$ cat config.mk
export PLATFORM = sky130hd
export DESIGN_NAME = pipe_hazard_ctrl_flat
export DESIGN_NICKNAME = d
export VERILOG_FILES = /design/src/rtl/pipe_hazard_ctrl_if.sv /design/src/rtl/pipe_hazard_ctrl.sv /design/src/flat_wrapper.sv
export SDC_FILE = /design/constraint.sdc
export NUM_CORES = 1
export LEC_CHECK = 0
export BUFFER_PORTS_ARGS = -buffer_cell sky130_fd_sc_hd__buf_2
export CAP_MARGIN = 5
export CORE_MARGIN = 2
export CORE_UTILIZATION = 46
export CTS_CLUSTER_SIZE = 14
export DETAILED_ROUTE_END_ITERATION = 16
export GPL_TIMING_DRIVEN = 0
export HOLD_SLACK_MARGIN = 0.06
export PLACE_DENSITY = 0.79
export SLEW_MARGIN = 10
export SYNTH_ARGS = -nofsm -noshare
export SYNTH_HDL_FRONTEND = slang
export SYNTH_SLANG_ARGS = --single-unit
$ cat constraint.sdc
create_clock -name clk -period 2.75 [get_ports clk]
set_input_delay 0.55 -clock clk [delete_from_list [all_inputs] [get_ports clk]]
set_output_delay 0.55 -clock clk [all_outputs]
set_load 0.005 [all_outputs]
$ cat src/rtl/pipe_hazard_ctrl_if.sv
// Bundle between the pipeline datapath and its sequencing controller:
// hazard/status inputs toward the controller, stage enables and counters back.
interface pipe_hazard_ctrl_if #(
  parameter int unsigned RA_W  = 4,
  parameter int unsigned CNT_W = 16
);
  logic [15:0]      if_instr;
  logic [RA_W-1:0]  id_rs;
  logic [RA_W-1:0]  id_rt;
  logic             id_rs_vld;
  logic             id_rt_vld;
  logic [RA_W-1:0]  ex_rd;
  logic             ex_load;
  logic             br_taken;
  logic             imem_busy;
  logic             dmem_busy;
  logic             halt_wb;

  logic             pc_en;
  logic             ifid_en;
  logic [15:0]      ifid_d;
  logic             ifid_nop;
  logic             idex_en;
  logic             idex_nop;
  logic             exmem_en;
  logic             memwb_en;
  logic             halted;
  logic [1:0]       state;
  logic [CNT_W-1:0] stall_cnt;
  logic [CNT_W-1:0] flush_cnt;

  modport master (
    output if_instr, id_rs, id_rt, id_rs_vld, id_rt_vld, ex_rd, ex_load,
           br_taken, imem_busy, dmem_busy, halt_wb,
    input  pc_en, ifid_en, ifid_d, ifid_nop, idex_en, idex_nop, exmem_en,
           memwb_en, halted, state, stall_cnt, flush_cnt
  );

  modport slave (
    input  if_instr, id_rs, id_rt, id_rs_vld, id_rt_vld, ex_rd, ex_load,
           br_taken, imem_busy, dmem_busy, halt_wb,
    output pc_en, ifid_en, ifid_d, ifid_nop, idex_en, idex_nop, exmem_en,
           memwb_en, halted, state, stall_cnt, flush_cnt
  );
endinterface

$ cat src/rtl/pipe_hazard_ctrl.sv
// Pipeline sequencing controller: per-cycle advance/hold/bubble decisions for the
// PC and stage registers, with data-wait and halt states plus stall/flush counters.
module pipe_hazard_ctrl #(
  parameter logic [15:0] NOP_INSTR = 16'h0800,
  parameter int unsigned RA_W      = 4,
  parameter int unsigned CNT_W     = 16
) (
  input  logic               clk,
  input  logic               rst,
  pipe_hazard_ctrl_if.slave  bus
);

  localparam logic [1:0] RUN   = 2'd0;
  localparam logic [1:0] DWAIT = 2'd1;
  localparam logic [1:0] HALT  = 2'd2;

  logic [1:0]       state_q, state_nx;
  logic [CNT_W-1:0] stall_q, flush_q;
  logic             stall_inc, flush_inc;
  logic             pc_en, ifid_en, idex_en, exmem_en, memwb_en;
  logic             ifid_nop, idex_nop;
  logic             load_use;
  logic [RA_W-1:0]  rd;

  assign rd       = bus.ex_rd;
  // Register 0 is hardwired, so a load targeting it never needs an interlock.
  assign load_use = bus.ex_load && (rd != '0) &&
                    ((bus.id_rs_vld && (bus.id_rs == rd)) ||
                     (bus.id_rt_vld && (bus.id_rt == rd)));

  // Next state, stage enables and counter strobes.
  always_comb begin
    state_nx  = state_q;
    pc_en     = 1'b1;
    ifid_en   = 1'b1;
    idex_en   = 1'b1;
    exmem_en  = 1'b1;
    memwb_en  = 1'b1;
    ifid_nop  = 1'b0;
    idex_nop  = 1'b0;
    stall_inc = 1'b0;
    flush_inc = 1'b0;
    if (rst) begin
      ifid_nop = 1'b1;
      idex_nop = 1'b1;
    end else if (state_q == HALT) begin
      {pc_en, ifid_en, idex_en, exmem_en, memwb_en} = 5'b0;
    end else if (state_q == DWAIT && bus.dmem_busy) begin
      {pc_en, ifid_en, idex_en, exmem_en, memwb_en} = 5'b0;
      stall_inc = 1'b1;
    end else begin
      // RUN, or the release cycle of DWAIT, which behaves exactly like RUN.
      state_nx = RUN;
      if (bus.halt_wb) begin
        state_nx = HALT;
      end else if (bus.dmem_busy) begin
        {pc_en, ifid_en, idex_en, exmem_en, memwb_en} = 5'b0;
        state_nx  = DWAIT;
        stall_inc = 1'b1;
      end else if (bus.br_taken) begin
        ifid_nop  = 1'b1;
        idex_nop  = 1'b1;
        flush_inc = 1'b1;
      end else if (load_use) begin
        pc_en     = 1'b0;
        ifid_en   = 1'b0;
        idex_nop  = 1'b1;
        stall_inc = 1'b1;
      end else if (bus.imem_busy) begin
        pc_en     = 1'b0;
        ifid_nop  = 1'b1;
        stall_inc = 1'b1;
      end
    end
  end

  // State and saturating performance counters.
  always_ff @(posedge clk or posedge rst) begin
    if (rst) begin
      state_q <= RUN;
      stall_q <= '0;
      flush_q <= '0;
    end else begin
      state_q <= state_nx;
      if (stall_inc && (stall_q != '1)) stall_q <= stall_q + CNT_W'(1);
      if (flush_inc && (flush_q != '1)) flush_q <= flush_q + CNT_W'(1);
    end
  end

  assign bus.pc_en     = pc_en;
  assign bus.ifid_en   = ifid_en;
  assign bus.ifid_nop  = ifid_nop;
  assign bus.ifid_d    = ifid_nop ? NOP_INSTR : bus.if_instr;
  assign bus.idex_en   = idex_en;
  assign bus.idex_nop  = idex_nop;
  assign bus.exmem_en  = exmem_en;
  assign bus.memwb_en  = memwb_en;
  assign bus.halted    = (state_q == HALT);
  assign bus.state     = state_q;
  assign bus.stall_cnt = stall_q;
  assign bus.flush_cnt = flush_q;

endmodule

$ cat src/flat_wrapper.sv
// flat-port wrapper written by rule: the top's interface ports become plain ports
module pipe_hazard_ctrl_flat 
#(
  parameter logic [15:0] NOP_INSTR = 16'h0800,
  parameter int unsigned RA_W      = 4,
  parameter int unsigned CNT_W     = 16
)
  (clk, rst, bus_if_instr, bus_id_rs, bus_id_rt, bus_id_rs_vld, bus_id_rt_vld, bus_ex_rd, bus_ex_load, bus_br_taken, bus_imem_busy, bus_dmem_busy, bus_halt_wb, bus_pc_en, bus_ifid_en, bus_ifid_d, bus_ifid_nop, bus_idex_en, bus_idex_nop, bus_exmem_en, bus_memwb_en, bus_halted, bus_state, bus_stall_cnt, bus_flush_cnt);
  pipe_hazard_ctrl_if #(.RA_W(RA_W), .CNT_W(CNT_W)) bus_i ();
  input  logic clk;
  input  logic rst;
  input wire logic [$bits(bus_i.if_instr)-1:0] bus_if_instr;
  input wire logic [$bits(bus_i.id_rs)-1:0] bus_id_rs;
  input wire logic [$bits(bus_i.id_rt)-1:0] bus_id_rt;
  input wire logic [$bits(bus_i.id_rs_vld)-1:0] bus_id_rs_vld;
  input wire logic [$bits(bus_i.id_rt_vld)-1:0] bus_id_rt_vld;
  input wire logic [$bits(bus_i.ex_rd)-1:0] bus_ex_rd;
  input wire logic [$bits(bus_i.ex_load)-1:0] bus_ex_load;
  input wire logic [$bits(bus_i.br_taken)-1:0] bus_br_taken;
  input wire logic [$bits(bus_i.imem_busy)-1:0] bus_imem_busy;
  input wire logic [$bits(bus_i.dmem_busy)-1:0] bus_dmem_busy;
  input wire logic [$bits(bus_i.halt_wb)-1:0] bus_halt_wb;
  output wire logic [$bits(bus_i.pc_en)-1:0] bus_pc_en;
  output wire logic [$bits(bus_i.ifid_en)-1:0] bus_ifid_en;
  output wire logic [$bits(bus_i.ifid_d)-1:0] bus_ifid_d;
  output wire logic [$bits(bus_i.ifid_nop)-1:0] bus_ifid_nop;
  output wire logic [$bits(bus_i.idex_en)-1:0] bus_idex_en;
  output wire logic [$bits(bus_i.idex_nop)-1:0] bus_idex_nop;
  output wire logic [$bits(bus_i.exmem_en)-1:0] bus_exmem_en;
  output wire logic [$bits(bus_i.memwb_en)-1:0] bus_memwb_en;
  output wire logic [$bits(bus_i.halted)-1:0] bus_halted;
  output wire logic [$bits(bus_i.state)-1:0] bus_state;
  output wire logic [$bits(bus_i.stall_cnt)-1:0] bus_stall_cnt;
  output wire logic [$bits(bus_i.flush_cnt)-1:0] bus_flush_cnt;
  assign bus_i.if_instr = bus_if_instr;
  assign bus_i.id_rs = bus_id_rs;
  assign bus_i.id_rt = bus_id_rt;
  assign bus_i.id_rs_vld = bus_id_rs_vld;
  assign bus_i.id_rt_vld = bus_id_rt_vld;
  assign bus_i.ex_rd = bus_ex_rd;
  assign bus_i.ex_load = bus_ex_load;
  assign bus_i.br_taken = bus_br_taken;
  assign bus_i.imem_busy = bus_imem_busy;
  assign bus_i.dmem_busy = bus_dmem_busy;
  assign bus_i.halt_wb = bus_halt_wb;
  assign bus_pc_en = bus_i.pc_en;
  assign bus_ifid_en = bus_i.ifid_en;
  assign bus_ifid_d = bus_i.ifid_d;
  assign bus_ifid_nop = bus_i.ifid_nop;
  assign bus_idex_en = bus_i.idex_en;
  assign bus_idex_nop = bus_i.idex_nop;
  assign bus_exmem_en = bus_i.exmem_en;
  assign bus_memwb_en = bus_i.memwb_en;
  assign bus_halted = bus_i.halted;
  assign bus_state = bus_i.state;
  assign bus_stall_cnt = bus_i.stall_cnt;
  assign bus_flush_cnt = bus_i.flush_cnt;
  pipe_hazard_ctrl #(.NOP_INSTR(NOP_INSTR), .RA_W(RA_W), .CNT_W(CNT_W)) u_core (.clk(clk), .rst(rst), .bus(bus_i));
endmodule
==> results.json, run 1 <==
{
  "path_max_fanout": 5,
  "async_reset_ff_share_pct": 100,
  "synth_top_family_by_area": "simple AND/OR/NAND/NOR gates",
  "synthAdderAreaFrac_pct": 1.26,
  "clk_pin_slew_ns": 0.06,
  "power.leakage_uw": 0.00141,
  "crit_type": "in -> out",
  "antennaDiodeCount": 0,
  "start_kind": "primary input",
  "grt_pass1_wl_um": 7760,
  "tightest_slew_ns": 0.527,
  "htreeDepth": 2,
  "port-buffer-count": 93,
  "placementRows": 23,
  "overflow": 0,
  "synthXorXnorAreaFrac_pct": 15.5,
  "yosys_warnings": 0,
  "fin_crit_ns": 2.70,
  "cts_buffers": 5,
  "tritoncts": "done",
  "die_y_um": 69.6,
  "synthCells": 199,
  "drc": 0,
  "nNetsFinal": 342,
  "clockPowerShare_pct": 30.8,
  "grt_pass1_vias": 1637,
  "hold_class": "in -> async",
  "synth_edf_count": 0,
  "root_buffer": "clkbuf_8",
  "finalClockSkew_ns": 0.00698,
  "syn_area_um2": 1980,
  "rsz0062_at_grt": "yes",
  "synth_area_per_cell_um2": 9.95,
  "cts_hold_buf": 0,
  "p_int_uw": 981,
  "syn_to_final_growth_pct": 38.6,
  "clock-sinks": 34,
  "antenna_found_initial": 0,
  "synthFlopType": "dfrtp_1",
  "dpl.hpwl_um": 3750,
  "synth_nets": 238,
  "synth_simple_gate_area_share_pct": 27.2,
  "num-fill-cells": 336,
  "track_usage_pct": 20.0,
  "peakVddDrop_mv": 0.383,
  "vias": 1776,
  "routabilityCongestion": 0.803,
  "wirelength_um": 4930,
  "max_slew_margin_pct": 64.6,
  "drv_cap": 0,
  "first_iter_violations": 117,
  "pre_cts_ws_ns": -0.00550,
  "arrival_ns": 2.15,
  "synth_compound_area_share_pct": 8.47,
  "start_util_pct": 48.8,
  "drive_gt1_share_pct": 44.1,
  "p_comb_share_pct": 25.7,
  "synth-seq-cells": 34,
  "wl_per_cell_um": 13.9,
  "slew_violations": 0,
  "io_pins": 95,
  "drtPass1Iterations": 4,
  "yosysSeqAreaShare_pct": 43.0,
  "clock.fmax_ghz": 0.371,
  "cts_max_path_buffers": 2,
  "endpoint_kind": "output pin",
  "setup_viol": 0,
  "required_ns": 2.20,
  "final_antenna_net_count": 0,
  "p_switching_uw": 419,
  "synth.distinct_cells": 41,
  "clock_latency_ns": 0.29,
  "viasPerCell": 5.02,
  "worst_slack_ns": 0.0511,
  "die-width_um": 69.6,
  "p_per_area_nw_per_um2": 510,
  "seqPwrFrac_pct": 43.4,
  "core_region_area_um2": 4060,
  "tns_ns": 0,
  "grt_max_degree": 40,
  "die_area_um2": 4840,
  "fin_crit_sh_pct": 98.1,
  "synthMuxAreaShare_pct": 1.90,
  "status": "finished clean",
  "swShare_pct": 29.9,
  "finalHoldViolCount": 0
}
timing repair:
| action | in CTS | in global routing |
|---|---|---|
| gates resized for setup | 3 | 23 |
| setup buffers | 0 | 3 |
| cloned | 0 | 1 |
| pin swaps | 0 | 8 |
| endpoints found under the hold margin | 0 | 0 |
| setup endpoints to repair | 9 | 14 |
Yosys cell counts (2+ instances only):
library cell	count	area, µm²
a22o_1	2	17.5
nor4_4	2	42.5
or2b_2	2	17.5
a21oi_1	5	25.0
nand2_1	18	67.6
nor2_1	11	41.3
xnor2_1	21	184
ha_1	2	25.0
and2_1	17	106
o21ai_0	3	15.0
nor3_1	4	20.0
a31oi_1	2	12.5
mux2_2	2	22.5
buf_4	3	22.5
and3_1	4	25.0
xor2_1	14	123
and4_1	3	26.3
nand3_1	14	70.1
inv_1	7	26.3
dfrtp_1	34	851
nand4_1	9	56.3
area by class of cell:
| class | instances | area (µm²) | area share, % |
|---|---|---|---|
| Inverter | 7 | 28.8 | 1.05 |
| Buffer | 4 | 33.8 | 1.23 |
| Sequential cell | 34 | 851 | 31.0 |
| Multi-Input combinational cell | 154 | 1110 | 40.6 |
| Tap cell | 50 | 62.6 | 2.28 |
| Timing Repair Buffer | 97 | 542 | 19.8 |
| Clock buffer | 8 | 110 | 4.01 |
routing by layer:
| layer | up-vias | share of wire [%] | track usage [%] |
|---|---|---|---|
| met5 | - | 0 | 0 |
| met4 | 0 | 2.0 | 9.15 |
| met3 | 9 | 3.8 | 4.51 |
| met2 | 45 | 49 | 30.6 |
| met1 | 830 | 45 | 26.9 |
| li1 | 892 | - | - |
cells in the final DEF (no fill, tap or decap), types with 3 or more instances in the layout:
master,count
xor2_1,14
dfrtp_1,34
and2_4,5
xnor2_1,20
and2_1,12
inv_1,6
nand2_1,18
nand3_1,12
nor3_1,4
buf_2,85
nand4_1,9
nand3_2,3
nor2_1,11
a21oi_1,5
buf_4,8
buf_6,8
and3_1,4
clkbuf_8,8
o21ai_0,3
and4_1,3
final timing paths:
check                                    startpoint                        to  slack (ns)  depth (start not counted)
min in group clk           u_core.bus.flush_cnt[13]  u_core.bus.flush_cnt[13]        0.49                          1
max in group asynchronous                       rst   u_core.bus.flush_cnt[5]        2.05                          2
setup / recovery                       bus_ex_rd[0]             bus_ifid_d[2]        0.05                         10
hold / removal                                  rst       u_core.bus.state[0]        0.36                          2
setup reg to reg            u_core.bus.stall_cnt[2]   u_core.bus.stall_cnt[1]        0.71                          6
hold reg to reg            u_core.bus.flush_cnt[13]  u_core.bus.flush_cnt[13]        0.49                          1
registers in the layout, summed over array words and instances, names as in the netlist:
signal                count
u_core.bus.state          2
u_core.bus.stall_cnt     16
u_core.bus.flush_cnt     16
per-stage QoR:
| stage | area, µm² | utilization [%] | std cells | hold slack [ns] | power, µW |
|---|---|---|---|---|---|
| finish | 2740 | 67.6 | 354 | 0.363 | 1400 |
| global route | 2740 | 67.6 | 354 | 0.398 | 1480 |
| CTS | 2630 | 64.9 | 350 | 0.488 | 1390 |
| detailed placement | 2510 | 61.8 | 342 | 0.478 | 954 |
| global placement | 2510 | 61.8 | 342 | 0.468 | 941 |
| floorplan | 1980 | - | 199 | 0.477 | 793 |
worst max-delay path: stages:
cell and delay [ns]:
buf_4 0.13, o41a_1 0.45, nand3_2 0.11, nor4_4 0.06, nor3b_2 0.19, o21a_1 0.20, nor2_4 0.07, buf_6 0.12
and2_1 0.14, buf_2 0.12
cells by family (layout without fill, tap and decap cells):
group           Yosys count  after routing
compound gates           21             21
mux                       3              3
xor+xnor                 35             35
simple gates             93             93
flops                    34             34
buf+inv                  11            116
fa+ha+maj                 2              2
power groups by stage:
| stage | clock, µW | combinational, µW | sequential (µW) |
|---|---|---|---|
| 2_1_floorplan | 0 | 180 | 612 |
| 3_3_place_gp | 0 | 328 | 613 |
| 3_5_place_dp | 0 | 337 | 616 |
| 4_1_cts | 440 | 341 | 608 |
| 5_1_grt | 463 | 400 | 618 |
| 6_report | 432 | 360 | 608 |
(Power assumes the default switching activity.)
==> inputs of run 2 (changes only) <==
--- a/config.mk
+++ b/config.mk
@@ -7,13 +7,15 @@
 export LEC_CHECK = 0
 export BUFFER_PORTS_ARGS = -buffer_cell sky130_fd_sc_hd__buf_2
 export CAP_MARGIN = 5
+export CELL_PAD_IN_SITES_DETAIL_PLACEMENT = 1
+export CELL_PAD_IN_SITES_GLOBAL_PLACEMENT = 1
 export CORE_MARGIN = 2
-export CORE_UTILIZATION = 46
+export CORE_UTILIZATION = 34
 export CTS_CLUSTER_SIZE = 14
 export DETAILED_ROUTE_END_ITERATION = 16
 export GPL_TIMING_DRIVEN = 0
 export HOLD_SLACK_MARGIN = 0.06
-export PLACE_DENSITY = 0.79
+export PLACE_DENSITY = 0.8
 export SLEW_MARGIN = 10
 export SYNTH_ARGS = -nofsm -noshare
 export SYNTH_HDL_FRONTEND = slang
==> run 2 against run 1 <==
Against the previous run:
- worst setup slack improved by 0.017 ns
- largest power group unchanged
- highest routed layer unchanged
- non-clock buffer count unchanged
- maximum frequency increased by 0.63%
- first-iteration DRC count decreased by 76%
==> results.json, run 2 (synthesis results as in run 1) <==
{
  "status": "finished clean",
  "crit_end": "bus_ifid_d[10]",
  "grt_pass1_vias": 1764,
  "peakVddDrop_mv": 0.335,
  "root_buffer": "clkbuf_8",
  "fin_crit_ns": 2.68,
  "finalClockSkew_ns": 0.00556,
  "nNetsFinal": 342,
  "drv_cap": 0,
  "required_ns": 2.20,
  "drive_gt1_share_pct": 46.4,
  "power_uw": 1380,
  "slew_violations": 0,
  "path_cells": "buf_8 > o41a_1 > nand3_2 > nor4_4 > nor3b_2 > o21a_1 > nor2_4 > buf_6 > and2_4 > buf_6",
  "routabilityCongestion": 0.753,
  "crit_type": "in -> out",
  "antenna_found_initial": 0,
  "hold_class": "in -> async",
  "rr_worst_depth": 6,
  "start_util_pct": 35.5,
  "vias": 1817,
  "overflow": 0,
  "die-width_um": 80.3,
  "clock.fmax_ghz": 0.373,
  "fin_cells": 376,
  "p_per_area_nw_per_um2": 489,
  "antennaDiodeCount": 0,
  "met2_usage_pct": 28.7,
  "io_pins": 95,
  "core_region_area_um2": 5570,
  "path_max_fanout": 7,
  "crit_buf_inv": 3,
  "cts_max_path_buffers": 2,
  "wl_per_cell_um": 14.9,
  "placementRows": 27,
  "placedCellCount": 364,
  "cp-startpoint": "bus_ex_rd[2]",
  "hold_ws_ns": 0.370,
  "clock_latency_ns": 0.28,
  "die_y_um": 80.3,
  "setup_viol": 0,
  "grt_pass1_wl_um": 8600,
  "cts_buffers": 5,
  "final_antenna_net_count": 0,
  "tritoncts": "done",
  "reg2reg_slack_ns": 0.72,
  "layout_common_cells": "buf_2, dfrtp_1, xnor2_1, nand2_1",
  "rr_endpoint": "u_core.bus.flush_cnt[13]",
  "die_area_um2": 6450,
  "start_kind": "primary input",
  "drc": 0,
  "worst_slack_ns": 0.0679,
  "pre_cts_ws_ns": -0.0731,
  "htreeDepth": 2,
  "crit_family": "compound AO/OA/AOI/OAI gates",
  "port-buffer-count": 93,
  "fin_crit_sh_pct": 97.5,
  "worst-path-stages": 10,
  "drtPass1Iterations": 4,
  "num-fill-cells": 676,
  "tightest_slew_ns": 0.570,
  "layout_commonest_cell": "buf_2",
  "max_slew_margin_pct": 61.6,
  "power.leakage_uw": 0.00142,
  "clk_pin_slew_ns": 0.07,
  "first_iter_violations": 28,
  "r2r_start": "u_core.bus.state[1]",
  "cts_hold_buf": 0,
  "dpl.hpwl_um": 4290,
  "grtUsageMet1_pct": 21.4,
  "endpoint_kind": "output pin",
  "syn_to_final_growth_pct": 42.4,
  "max_stage_delay_ns": 0.46,
  "wirelength_um": 5590,
  "grt_most_used_layer": "met2",
  "cpMostUsedCell": "buf_6",
  "viasPerCell": 4.83,
  "track_usage_pct": 16.9,
  "arrival_ns": 2.13,
  "cpMaxStageDelayCell": "o41a_1",
  "grt_max_degree": 40,
  "rsz0062_at_grt": "yes",
  "clock-sinks": 34,
  "finalHoldViolCount": 0,
  "use_met3_pct": 4.38,
  "utilization_pct": 50.5
}
## run 2: stage by stage
stage | setup TNS [ns] | cell area [µm²]
after floorplan | 0 | 1980
after global routing | -0.0132 | 2820
after detailed placement | -0.624 | 2530
after global placement | -6.28 | 2530
final | 0 | 2820
after CTS | 0 | 2670
## run 2: repair_timing
action | 4_1_cts | 5_1_grt
buffers inserted | 2 | 1
gates resized for setup | 10 | 31
setup endpoints to repair | 10 | 14
pin swaps | 7 | 15
gates cloned | 0 | 1
## run 2: how the worst min path moves through the flow
stage / start / to / cells past startpoint
2_1_floorplan: u_core.bus.flush_cnt[7] / u_core.bus.flush_cnt[7] / 1
3_3_place_gp: u_core.bus.flush_cnt[7] / u_core.bus.flush_cnt[7] / 1
3_5_place_dp: u_core.bus.stall_cnt[7] / u_core.bus.stall_cnt[7] / 1
4_1_cts: rst / u_core.bus.state[1] / 2
5_1_grt: rst / u_core.bus.flush_cnt[2] / 2
6_report: rst / u_core.bus.flush_cnt[2] / 2
## run 2: worst reg2reg max path: stages, from the launching register on
cell	delay, ns
dfrtp_1	0.43
or2b_2	0.24
clkinvlp_4	0.19
nor4_1	0.55
nand3b_1	0.23
nor2_1	0.17
xor2_1	0.15
## run 2: power breakdown
group	total (µW)	switching, µW	internal, µW
clock network	381	179	202
registers	607	60.1	547
logic	389	192	197
## run 2: per-layer routing
layer	vias to the layer above	share of wire [%]
li1	895	-
met1	872	42
met2	44	53
met3	6	4.5
met4	0	0.98
met5	-	0
## run 2: layout make-up
type,instances,area (µm²),area share [%]
Buffer,4,33.8,1.20
Multi-Input combinational cell,154,1130,40.3
Timing Repair Buffer,97,584,20.7
Sequential cell,34,851,30.2
Inverter,7,32.5,1.15
Clock buffer,7,86.3,3.06
Tap cell,72,90.1,3.20
Clock inverter,1,5.00,0.178
